--- src/rtl/logreg_pkg.sv ---
// Shared definitions for the feature frame buffer and the logistic-regression classifier.
package logreg_pkg;
  localparam int N_FEAT = 30;
  localparam int FEAT_W = 16;
  localparam int AW     = 5;

  // Sign-magnitude feature word: bit FEAT_W-1 is the sign.
  typedef logic [FEAT_W-1:0] feat_t;

  typedef enum logic {
    FILL    = 1'b0,
    DISCARD = 1'b1
  } wr_state_e;
endpackage

--- src/rtl/feature_frame_buffer_if.sv ---
// Stream-in and frame-read signals of the feature frame buffer.
interface feature_frame_buffer_if;
  logic                                s_valid;
  logic                                s_ready;
  logreg_pkg::feat_t                   s_data;
  logic                                s_last;
  logic                                frame_valid;
  logic                                frame_ack;
  logic [logreg_pkg::AW-1:0]           rd_addr;
  logreg_pkg::feat_t                   rd_data;
  logic [7:0]                          frame_cnt;
  logic                                err_len;

  modport slave (
    input  s_valid, s_data, s_last, frame_ack, rd_addr,
    output s_ready, frame_valid, rd_data, frame_cnt, err_len
  );

  modport master (
    output s_valid, s_data, s_last, frame_ack, rd_addr,
    input  s_ready, frame_valid, rd_data, frame_cnt, err_len
  );
endinterface

--- src/rtl/feature_bank.sv ---
// One frame of feature storage: synchronous write, registered read; out-of-range reads return 0.
module feature_bank
  import logreg_pkg::*;
(
  input  logic          clk,
  input  logic          rst_n,
  input  logic          we_i,
  input  logic [AW-1:0] waddr_i,
  input  feat_t         wdata_i,
  input  logic [AW-1:0] raddr_i,
  output feat_t         rdata_o
);

  feat_t mem_q [N_FEAT];
  feat_t rdata_q;

  always_ff @(posedge clk) begin
    if (we_i) mem_q[waddr_i] <= wdata_i;
  end

  always_ff @(posedge clk or negedge rst_n) begin
    if (!rst_n) begin
      rdata_q <= '0;
    end else if (raddr_i < AW'(N_FEAT)) begin
      rdata_q <= mem_q[raddr_i];
    end else begin
      rdata_q <= '0;
    end
  end

  assign rdata_o = rdata_q;

endmodule

--- src/rtl/feature_frame_buffer.sv ---
// Ping-pong feature frame buffer: fills one bank from a valid/ready stream while the
// classifier reads the other bank at random addresses.
module feature_frame_buffer
  import logreg_pkg::*;
(
  input  logic                   clk,
  input  logic                   rst_n,
  feature_frame_buffer_if.slave  bus
);

  localparam logic [AW-1:0] LAST_IDX = AW'(N_FEAT - 1);

  wr_state_e     state_q, state_d;
  logic [1:0]    full_q, full_d;
  logic          wr_sel_q, wr_sel_d;
  logic          rd_sel_q, rd_sel_d;
  logic [AW-1:0] wcnt_q, wcnt_d;
  logic [7:0]    frame_cnt_q, frame_cnt_d;
  logic          err_len_q, err_len_d;
  logic          rd_sel_rd_q;

  logic          s_ready;
  logic          frame_valid;
  logic          xfer;
  logic          ack;
  logic [1:0]    bank_we;
  feat_t         rdata0, rdata1;

  // Handshake outputs depend only on registered state.
  assign s_ready     = (state_q == FILL) ? !full_q[wr_sel_q] : 1'b1;
  assign frame_valid = full_q[rd_sel_q];
  assign xfer        = bus.s_valid && s_ready;
  assign ack         = bus.frame_ack && frame_valid;

  always_ff @(posedge clk or negedge rst_n) begin
    if (!rst_n) begin
      state_q     <= FILL;
      full_q      <= 2'b00;
      wr_sel_q    <= 1'b0;
      rd_sel_q    <= 1'b0;
      wcnt_q      <= '0;
      frame_cnt_q <= 8'd0;
      err_len_q   <= 1'b0;
      rd_sel_rd_q <= 1'b0;
    end else begin
      state_q     <= state_d;
      full_q      <= full_d;
      wr_sel_q    <= wr_sel_d;
      rd_sel_q    <= rd_sel_d;
      wcnt_q      <= wcnt_d;
      frame_cnt_q <= frame_cnt_d;
      err_len_q   <= err_len_d;
      rd_sel_rd_q <= rd_sel_q;
    end
  end

  always_comb begin
    state_d     = state_q;
    full_d      = full_q;
    wr_sel_d    = wr_sel_q;
    rd_sel_d    = rd_sel_q;
    wcnt_d      = wcnt_q;
    frame_cnt_d = frame_cnt_q;
    err_len_d   = 1'b0;
    bank_we     = 2'b00;

    if (xfer) begin
      if (state_q == FILL) begin
        bank_we[wr_sel_q] = 1'b1;
        if (wcnt_q == LAST_IDX) begin
          // A frame that overruns is still delivered; its tail is dropped in DISCARD.
          full_d[wr_sel_q] = 1'b1;
          wr_sel_d         = !wr_sel_q;
          wcnt_d           = '0;
          frame_cnt_d      = frame_cnt_q + 8'd1;
          if (!bus.s_last) begin
            err_len_d = 1'b1;
            state_d   = DISCARD;
          end
        end else if (bus.s_last) begin
          err_len_d = 1'b1;
          wcnt_d    = '0;
        end else begin
          wcnt_d = wcnt_q + AW'(1);
        end
      end else if (bus.s_last) begin
        state_d = FILL;
      end
    end

    // A full bank cannot be written, so completion and ack never hit the same bank.
    if (ack) begin
      full_d[rd_sel_q] = 1'b0;
      rd_sel_d         = !rd_sel_q;
    end
  end

  feature_bank u_bank0 (
    .clk     (clk),
    .rst_n   (rst_n),
    .we_i    (bank_we[0]),
    .waddr_i (wcnt_q),
    .wdata_i (bus.s_data),
    .raddr_i (bus.rd_addr),
    .rdata_o (rdata0)
  );

  feature_bank u_bank1 (
    .clk     (clk),
    .rst_n   (rst_n),
    .we_i    (bank_we[1]),
    .waddr_i (wcnt_q),
    .wdata_i (bus.s_data),
    .raddr_i (bus.rd_addr),
    .rdata_o (rdata1)
  );

  assign bus.s_ready     = s_ready;
  assign bus.frame_valid = frame_valid;
  assign bus.rd_data     = rd_sel_rd_q ? rdata1 : rdata0;
  assign bus.frame_cnt   = frame_cnt_q;
  assign bus.err_len     = err_len_q;

endmodule

--- src/flat_wrapper.sv ---
// flat-port wrapper written by rule: the top's interface ports become plain ports
module feature_frame_buffer_flat import logreg_pkg::*;
  (clk, rst_n, bus_s_valid, bus_s_data, bus_s_last, bus_frame_ack, bus_rd_addr, bus_s_ready, bus_frame_valid, bus_rd_data, bus_frame_cnt, bus_err_len);
  feature_frame_buffer_if bus_i ();
  input  logic clk;
  input  logic rst_n;
  input wire logic [$bits(bus_i.s_valid)-1:0] bus_s_valid;
  input wire logic [$bits(bus_i.s_data)-1:0] bus_s_data;
  input wire logic [$bits(bus_i.s_last)-1:0] bus_s_last;
  input wire logic [$bits(bus_i.frame_ack)-1:0] bus_frame_ack;
  input wire logic [$bits(bus_i.rd_addr)-1:0] bus_rd_addr;
  output wire logic [$bits(bus_i.s_ready)-1:0] bus_s_ready;
  output wire logic [$bits(bus_i.frame_valid)-1:0] bus_frame_valid;
  output wire logic [$bits(bus_i.rd_data)-1:0] bus_rd_data;
  output wire logic [$bits(bus_i.frame_cnt)-1:0] bus_frame_cnt;
  output wire logic [$bits(bus_i.err_len)-1:0] bus_err_len;
  assign bus_i.s_valid = bus_s_valid;
  assign bus_i.s_data = bus_s_data;
  assign bus_i.s_last = bus_s_last;
  assign bus_i.frame_ack = bus_frame_ack;
  assign bus_i.rd_addr = bus_rd_addr;
  assign bus_s_ready = bus_i.s_ready;
  assign bus_frame_valid = bus_i.frame_valid;
  assign bus_rd_data = bus_i.rd_data;
  assign bus_frame_cnt = bus_i.frame_cnt;
  assign bus_err_len = bus_i.err_len;
  feature_frame_buffer u_core (.clk(clk), .rst_n(rst_n), .bus(bus_i));
endmodule
--- config.mk ---
export PLATFORM = sky130hd
export DESIGN_NAME = feature_frame_buffer_flat
export DESIGN_NICKNAME = d
export VERILOG_FILES = /design/src/rtl/logreg_pkg.sv /design/src/rtl/feature_frame_buffer_if.sv /design/src/rtl/feature_bank.sv /design/src/rtl/feature_frame_buffer.sv /design/src/flat_wrapper.sv
export SDC_FILE = /design/constraint.sdc
export NUM_CORES = 1
export LEC_CHECK = 0
export CORE_AREA = 2 2 246 369
export CTS_BUF_LIST = sky130_fd_sc_hd__clkbuf_2 sky130_fd_sc_hd__clkbuf_4 sky130_fd_sc_hd__clkbuf_8
export DETAILED_ROUTE_END_ITERATION = 10
export DIE_AREA = 0 0 248 371
export HOLD_SLACK_MARGIN = 0.02
export SLEW_MARGIN = 20
export SYNTH_ARGS = -nofsm -noshare
export SYNTH_HDL_FRONTEND = slang
export SYNTH_HIERARCHICAL = 1
export SYNTH_SLANG_ARGS = --single-unit
--- constraint.sdc ---
create_clock -name clk -period 7.5 [get_ports clk]
set_input_delay 0.75 -clock clk [delete_from_list [all_inputs] [get_ports clk]]
set_output_delay 0.75 -clock clk [all_outputs]
set_load 0.02 [all_outputs]
==> results.md, run 1 <==
- Asr flop ratio synth: 5.14%
- Logic pwr share: under 10%
- Wire length per cell: about 27 um
- Fill cells: a little over 7000
- Final setup fails: 0
- First DRT Iteration DRCs: approximately 1900
- PnR Total Power: 11.3 mW
- Peak supply drop: roughly 0.00017 V
- Hold Fails Final Rpt: 0
- Flop pwr share: 55.4%
- Outcome: complete, no violations
- P_int: ~8.8 mW
- Sw power: roughly 2.5 mW
- Fin crit share: between 40% and 50%
- TNS Setup: 0 ns
- Post-route setup slack: 3.96 ns
- RSZ-0062 raised after global routing: no
- Setup crit end kind: output port
- Gr ovfl total: 0
- Antenna-violating nets left: 0
- CTS Hold Bufs: 0
- Slowest CP cell: dfrtp_1
- Placer congestion estimate: roughly 0.8
- Syn Inst Count: about 2200
- Routed WL: about 100000 um
- R2r endpoint: u_core/u_bank0/mem_q[2][3]
- Min Tclk post-route: 3.54 ns
- Drt pass-1 iters: 5
- R2r startpoint: u_core/wr_sel_q
- Max incr delay on CP: 0.92 ns
- Core region area: between 80000 and 90000 um2
- Reg2Reg Depth: 6
- Max Freq: roughly 280 MHz
- CTS H-tree lvls: 4
- Crit Path Class: register to output port
- Synth Register Bits: slightly above 1000
- Critical path peak fanout: 16
- Via count: about 21000
- Netlist cell types: 41
- DP Worst Slack: roughly 3.4 ns
- Clock Sinks: between 1000 and 1500
- Worst EP required: slightly below 7 ns
- Detailed Place HPWL: roughly 57000 um
- Worst slew pin tran: roughly 1.2 ns
- All-Layer GR Usage: roughly 22%
- CP cell instances: mux2_2, clkdlybuf4s50_1
- Initial Utilization: 44.6%
- Net Sw Frac: between 20% and 30%
- Num CTS Buffers: around 150
- P_leak: between 15 and 20 nW
- Avg Inst Size Synth: 18.1 um2
- Die area: 92000 um2
- Worst slew margin: slightly above 20%
- Vias in the first global route: between 20000 and 25000
- Largest net degree at the start of global routing: between 100 and 150
- Syn Std Cell Area: around 40000 um2
- Final #Nets: about 2400
- CTS tree: yes
- Port buffer count: 52
- Layout cells sized above 1: between 10% and 20%
- Syn nets: roughly 2200
- Die H: 371 um
- Worst path arrival time: 2.79 ns
- Worst-Skew Late Latency: 0.84 ns
- Layout area overhead: 12.3%
- Avg Vias per Cell: 5.74
- Clock Root Buffer: clkbuf_8
- Standard-cell row count: ~130
- Post-CTS sizing: 0
- Clock network power share: between 30% and 40%
- EDFF count, synth: 960
- Flop-to-flop setup slack: about 4.5 ns
- DRC: 0
- Max-Cap Viols: 0
- Setup Fix Bufs, Post-CTS: 0
- Dominant synthesized flop cell: edfxtp_1
- Die Width: between 200 and 250 um
- CP Launch Type: register
- Pwr Density: 255 nW/um2
- Fin util: 50.1%
- I/O pin count: 53
- Max Slew Vio Count: 0
- Initial antenna violation count: 5
- Ys Warns: 6
- Worst Skew: 0.0306 ns
- CTS clock-pin slew for the worst setup and hold paths: around 0.060 ns
- First-pass GRT wire length: around 140000 um
- HP Class: input pin to async pin
- Longest Clk Path Bufs: 3
- Seq/Total Area, Yosys: between 70 and 80%
[final cells by class]
type                    count  area [um2]  area share [%]
repair buffers            151        1210            2.72
well taps                1156        1450            3.25
flip-flops and latches   1012       30100            67.8
multi-input cells        1050        8690            19.5
clock buffers             212        2590            5.83
diodes                      4        10.0          0.0225
clock inverters            48         357           0.802
inverters                   4        15.0          0.0338
[synth_stat cells (all sizes together), types with 6 or more instances]
cell type,number,area (um2)
buf,90,644
a21oi,33,165
nor2,70,263
dfrtp,52,1300
nand3b,10,75.1
nand2,79,297
nand3,40,200
a31oi,65,407
edfxtp,960,28800
o21ai,6,30.0
o211ai,32,240
nor2b,26,163
mux2,19,218
clkbuf,35,131
mux4,32,721
mux2i,396,3960
nand2b,10,62.6
a22o,45,394
or3b,6,52.6
a2111oi,20,175
a22oi,96,721
a211oi,20,150
nor3,15,90.1
and2,6,37.5
[worst max-delay path by stage]
| stage | end | startpoint | depth (start not counted) |
|---|---|---|---|
| 5_1_grt | bus_rd_data[1] | u_core/rd_sel_rd_q | 2 |
| 2_1_floorplan | u_core/u_bank1/mem_q[12][0] | bus_s_valid | 7 |
| 6_report | bus_rd_data[8] | u_core/rd_sel_rd_q | 2 |
| 3_3_place_gp | u_core/u_bank0/rdata_o[9] | bus_rd_addr[0] | 6 |
| 4_1_cts | bus_rd_data[1] | u_core/rd_sel_rd_q | 2 |
| 3_5_place_dp | u_core/u_bank0/rdata_o[12] | bus_rd_addr[0] | 6 |
[metal layers]
layer  wire length, um  global-route usage, %  up-vias
li1                  -                      -     9145
met1             39000                   27.2    10800
met2             51600                   37.7      702
met3              4900                   3.92      191
met4              4530                   10.2        0
met5                 0                      0        -
[per-stage QoR]
stage	area (um2)	hold WS [ns]	std cells
after CTS	44400	0.0690	3633
final	44400	0.117	3637
after floorplan	39600	0.433	2191
after global routing	44400	0.126	3636
after global placement	41500	0.449	3373
after detailed placement	41500	0.462	3373
[cells in the final DEF, fill, tap and decap left out, types with 18 or more instances in the layout]
cell | netlist | final
a21oi_1 | 33 | 33
nor2_1 | 70 | 68
a2111oi_0 | 20 | 19
mux2_2 | 18 | 18
buf_4 | 40 | 96
nand3_1 | 40 | 40
clkdlybuf4s50_1 | 0 | 32
a22o_1 | 45 | 45
buf_2 | 29 | 19
a211oi_1 | 20 | 20
dfrtp_1 | 52 | 52
mux2i_1 | 396 | 396
a31oi_1 | 65 | 65
nor2b_1 | 26 | 22
edfxtp_1 | 960 | 960
mux4_2 | 32 | 32
clkbuf_8 | 0 | 160
clkinv_1 | 0 | 19
a22oi_1 | 96 | 96
o211ai_1 | 32 | 32
clkbuf_4 | 0 | 52
nand2_1 | 79 | 79
[cells by family (layout without fill, tap and decap cells)]
kind of cell	Yosys count	count (layout)	share of synthesized area, %
other	0	4	0
XOR/XNOR	8	8	0.177
buffers and inverters	129	415	2.00
multiplexers	447	447	12.4
AND/OR/NAND/NOR	270	270	3.30
flip-flops	1012	1012	76.2
adder cells (fa/ha/maj)	4	4	0.127
AO/OA/AOI/OAI	321	321	5.85
[power groups by stage]
stage / clock (mW) / combinational (mW) / sequential [mW]
finish: 4.42 / 0.627 / 6.28
global route: 4.73 / 0.666 / 6.28
CTS: 4.52 / 0.636 / 6.28
detailed placement: 0 / 0.635 / 6.39
global placement: 0 / 0.627 / 6.39
floorplan: 0 / 0.344 / 6.37
[sequential cells by signal, indices dropped and copies added (netlist names)]
register,flops
u_core/state_q,1
u_core/u_bank0/rdata_o,16
u_core/full_q,2
u_core/rd_sel_q,1
u_core/bus.frame_cnt,8
u_core/wcnt_q,5
u_core/u_bank1/mem_q,480
u_core/wr_sel_q,1
u_core/u_bank0/mem_q,480
u_core/rd_sel_rd_q,1
u_core/u_bank1/rdata_o,16
u_core/bus.err_len,1
[critical path, delay by kind of cell (launching register included)]
family                 cells  cell delay (ns)
multiplexers               1             0.48
flip-flops                 1             0.92
buffers and inverters      1             0.56
Power figures use the tool's default switching activity.
==> run 2, diff against run 1 <==
- clock period: 7.5 -> 2.9 ns (I/O delays scaled with it)
==> results.md, run 2 (same netlist as run 1, synthesis figures left out) <==
- Outcome: complete, no violations
- Slowest CP cell: dfrtp_2
- P_leak: around 16 nW
- Crit Path Class: register to output port
- Worst hold path cell count: 1
- Critical path peak fanout: 16
- HP Class: input pin to register
- First DRT Iteration DRCs: roughly 1800
- Initial Utilization: ~45%
- Max-Cap Viols: 0
- Placer congestion estimate: ~0.92
- RSZ-0062 raised after global routing: no
- Drt pass-1 iters: 5
- CP cell instances: mux2_2, clkdlybuf4s50_1
- DRC: 0
- Worst slew margin: a little over a third
- Hold wc startpoint: bus_s_data[3]
- I/O pin count: 53
- Worst-Skew Late Latency: 0.87 ns
- Fin crit share: between 90% and 100%
- Peak supply drop: roughly 0.0005 V
- Die H: 371 um
- Worst path bufs/invs: 1
- Worst EP required: ~2.6 ns
- Port buffer count: 52
- Setup Fix Bufs, Post-CTS: 0
- Setup crit end kind: output port
- Hold Fails Final Rpt: 0
- Hold Path Sink: u_core/u_bank0/mem_q[2][3]
- Layout area overhead: 16.1%
- CP Launch Type: register
- Avg Vias per Cell: roughly 5.7
- Final setup fails: 0
- Standard-cell row count: about 130
- Min Tclk post-route: 2.80 ns
- Worst path arrival time: roughly 2.5 ns
- Final #Nets: about 2500
- Fin util: between 50 and 60%
- Final Non-Filler Cells: 3779
- R2r startpoint: u_core/wr_sel_q
- Antenna-violating nets left: 0
- Most common cell after layout, fill and taps aside: edfxtp_1
- Flop-to-flop setup slack: ~0.17 ns
- Wire length per cell: roughly 27 um
- Largest regs: u_core/u_bank0/mem_q: 480 flops, u_core/u_bank1/mem_q: 480 flops
- Placed insts: 3500
- Vias in the first global route: 22000
- CTS tree: yes
- Max Slew Vio Count: 0
- Die Width: about 250 um
- Worst Skew: 0.0568 ns
- Largest net degree at the start of global routing: 61
- TNS Setup: 0 ns
- Routed WL: 102000 um
- Most frequent cells in the layout: 960 x edfxtp_1, 396 x mux2i_1, 190 x buf_4
- CTS H-tree lvls: 4
- Gr ovfl total: 0
- Die area: ~90000 um2
- Max incr delay on CP: 0.64 ns
- Max Freq: 358 MHz
- CTS clock-pin slew for the worst setup and hold paths: around 0.07 ns
- Clock Sinks: roughly 1000
- First-pass GRT wire length: approximately 150000 um
- Initial antenna violation count: 4
- Reg2Reg Depth: 6
- Layout cells sized above 1: 21.2%
- Clock Root Buffer: clkbuf_8
- Detailed Place HPWL: roughly 67000 um
- Worst slew pin tran: 0.927 ns
- Longest Clk Path Bufs: 3
- Pwr Density: ~640 nW/um2
- Num CTS Buffers: approximately 150
- Core region area: just under 90000 um2
- R2r endpoint: u_core/u_bank0/mem_q[28][13]
- All-Layer GR Usage: 22.6%
- Critical path's top delay family: flip-flops
- Via count: 21400
-- run 2: cell types whose count changed in the layout (fill, tap and decap cells not counted), moves of 2 or more --
cell,delta
buf_12,+35
buf_4,+94
dlygate4sd3_1,+17
clkinv_2,+9
clkinv_1,+2
clkbuf_4,-9
clkinv_8,+2
inv_6,+2
clkbuf_8,-7
-- run 2: metal layers --
metal / wire, um / track usage, % / up-vias / part of all wire [%]
met2: 54100 / 40.2 / 684 / 53
li1: - / - / 9438 / -
met4: 4770 / 10.4 / 4 / 4.7
met1: 38800 / 26.4 / 11000 / 38
met3: 4850 / 4.12 / 217 / 4.7
met5: 24 / 0 / - / 0.023
-- run 2: where the power goes --
group	total, mW	internal, mW	switching, mW
sequential	16.2	16.1	0.0671
combinational	1.91	0.688	1.23
clock	11.2	5.85	5.37
total	29.3	22.7	6.66
-- run 2: metrics by stage --
step	cell area, um2	setup WS, ns	hold slack [ns]	total power, mW
floorplan	39600	-0.126	-0.00559	17.4
global placement	42900	-0.0494	0.347	18.4
detailed placement	42900	-0.0219	0.350	18.4
CTS	45900	0.0271	0.0440	29.6
global route	45900	0.0108	0.0766	30.3
finish	45900	0.103	0.101	29.3
-- run 2: worst reg2reg max path: stages (launching register included) --
cell and delay, ns:
dfrtp_1 0.43, mux2_4 0.36, or2_4 0.28, nor2_1 0.21, or3b_2 0.67, nor2_1 0.20, buf_4 0.27
-- run 2: what timing repair did --
| action | CTS | global route |
|---|---|---|
| hold endpoints to repair | 444 | 0 |
| endpoints found under the setup margin | 16 | 0 |
| hold buffers | 18 | 0 |
| gates resized for setup | 1 | 0 |
-- run 2: cell type report --
type                    count  area (um2)
fillers                  7142       42700
clock inverters            62         454
diodes                      3        7.51
inverters                   4        15.0
multi-input cells        1050        8680
clock buffers             196        2430
well taps                1156        1450
flip-flops and latches   1012       30100
repair buffers            296        2780
-- run 2: worst max path at each step --
stage                             from                           to  slack [ns]  cells past startpoint
finish              u_core/rd_sel_rd_q               bus_rd_data[3]        0.10                      2
global route        u_core/rd_sel_rd_q               bus_rd_data[0]        0.01                      2
CTS                 u_core/rd_sel_rd_q               bus_rd_data[4]        0.03                      2
detailed placement         bus_s_valid   u_core/u_bank0/mem_q[8][4]       -0.02                      7
global placement           bus_s_valid   u_core/u_bank0/mem_q[8][6]       -0.05                      7
floorplan              u_core/wr_sel_q  u_core/u_bank1/mem_q[12][0]       -0.13                      7
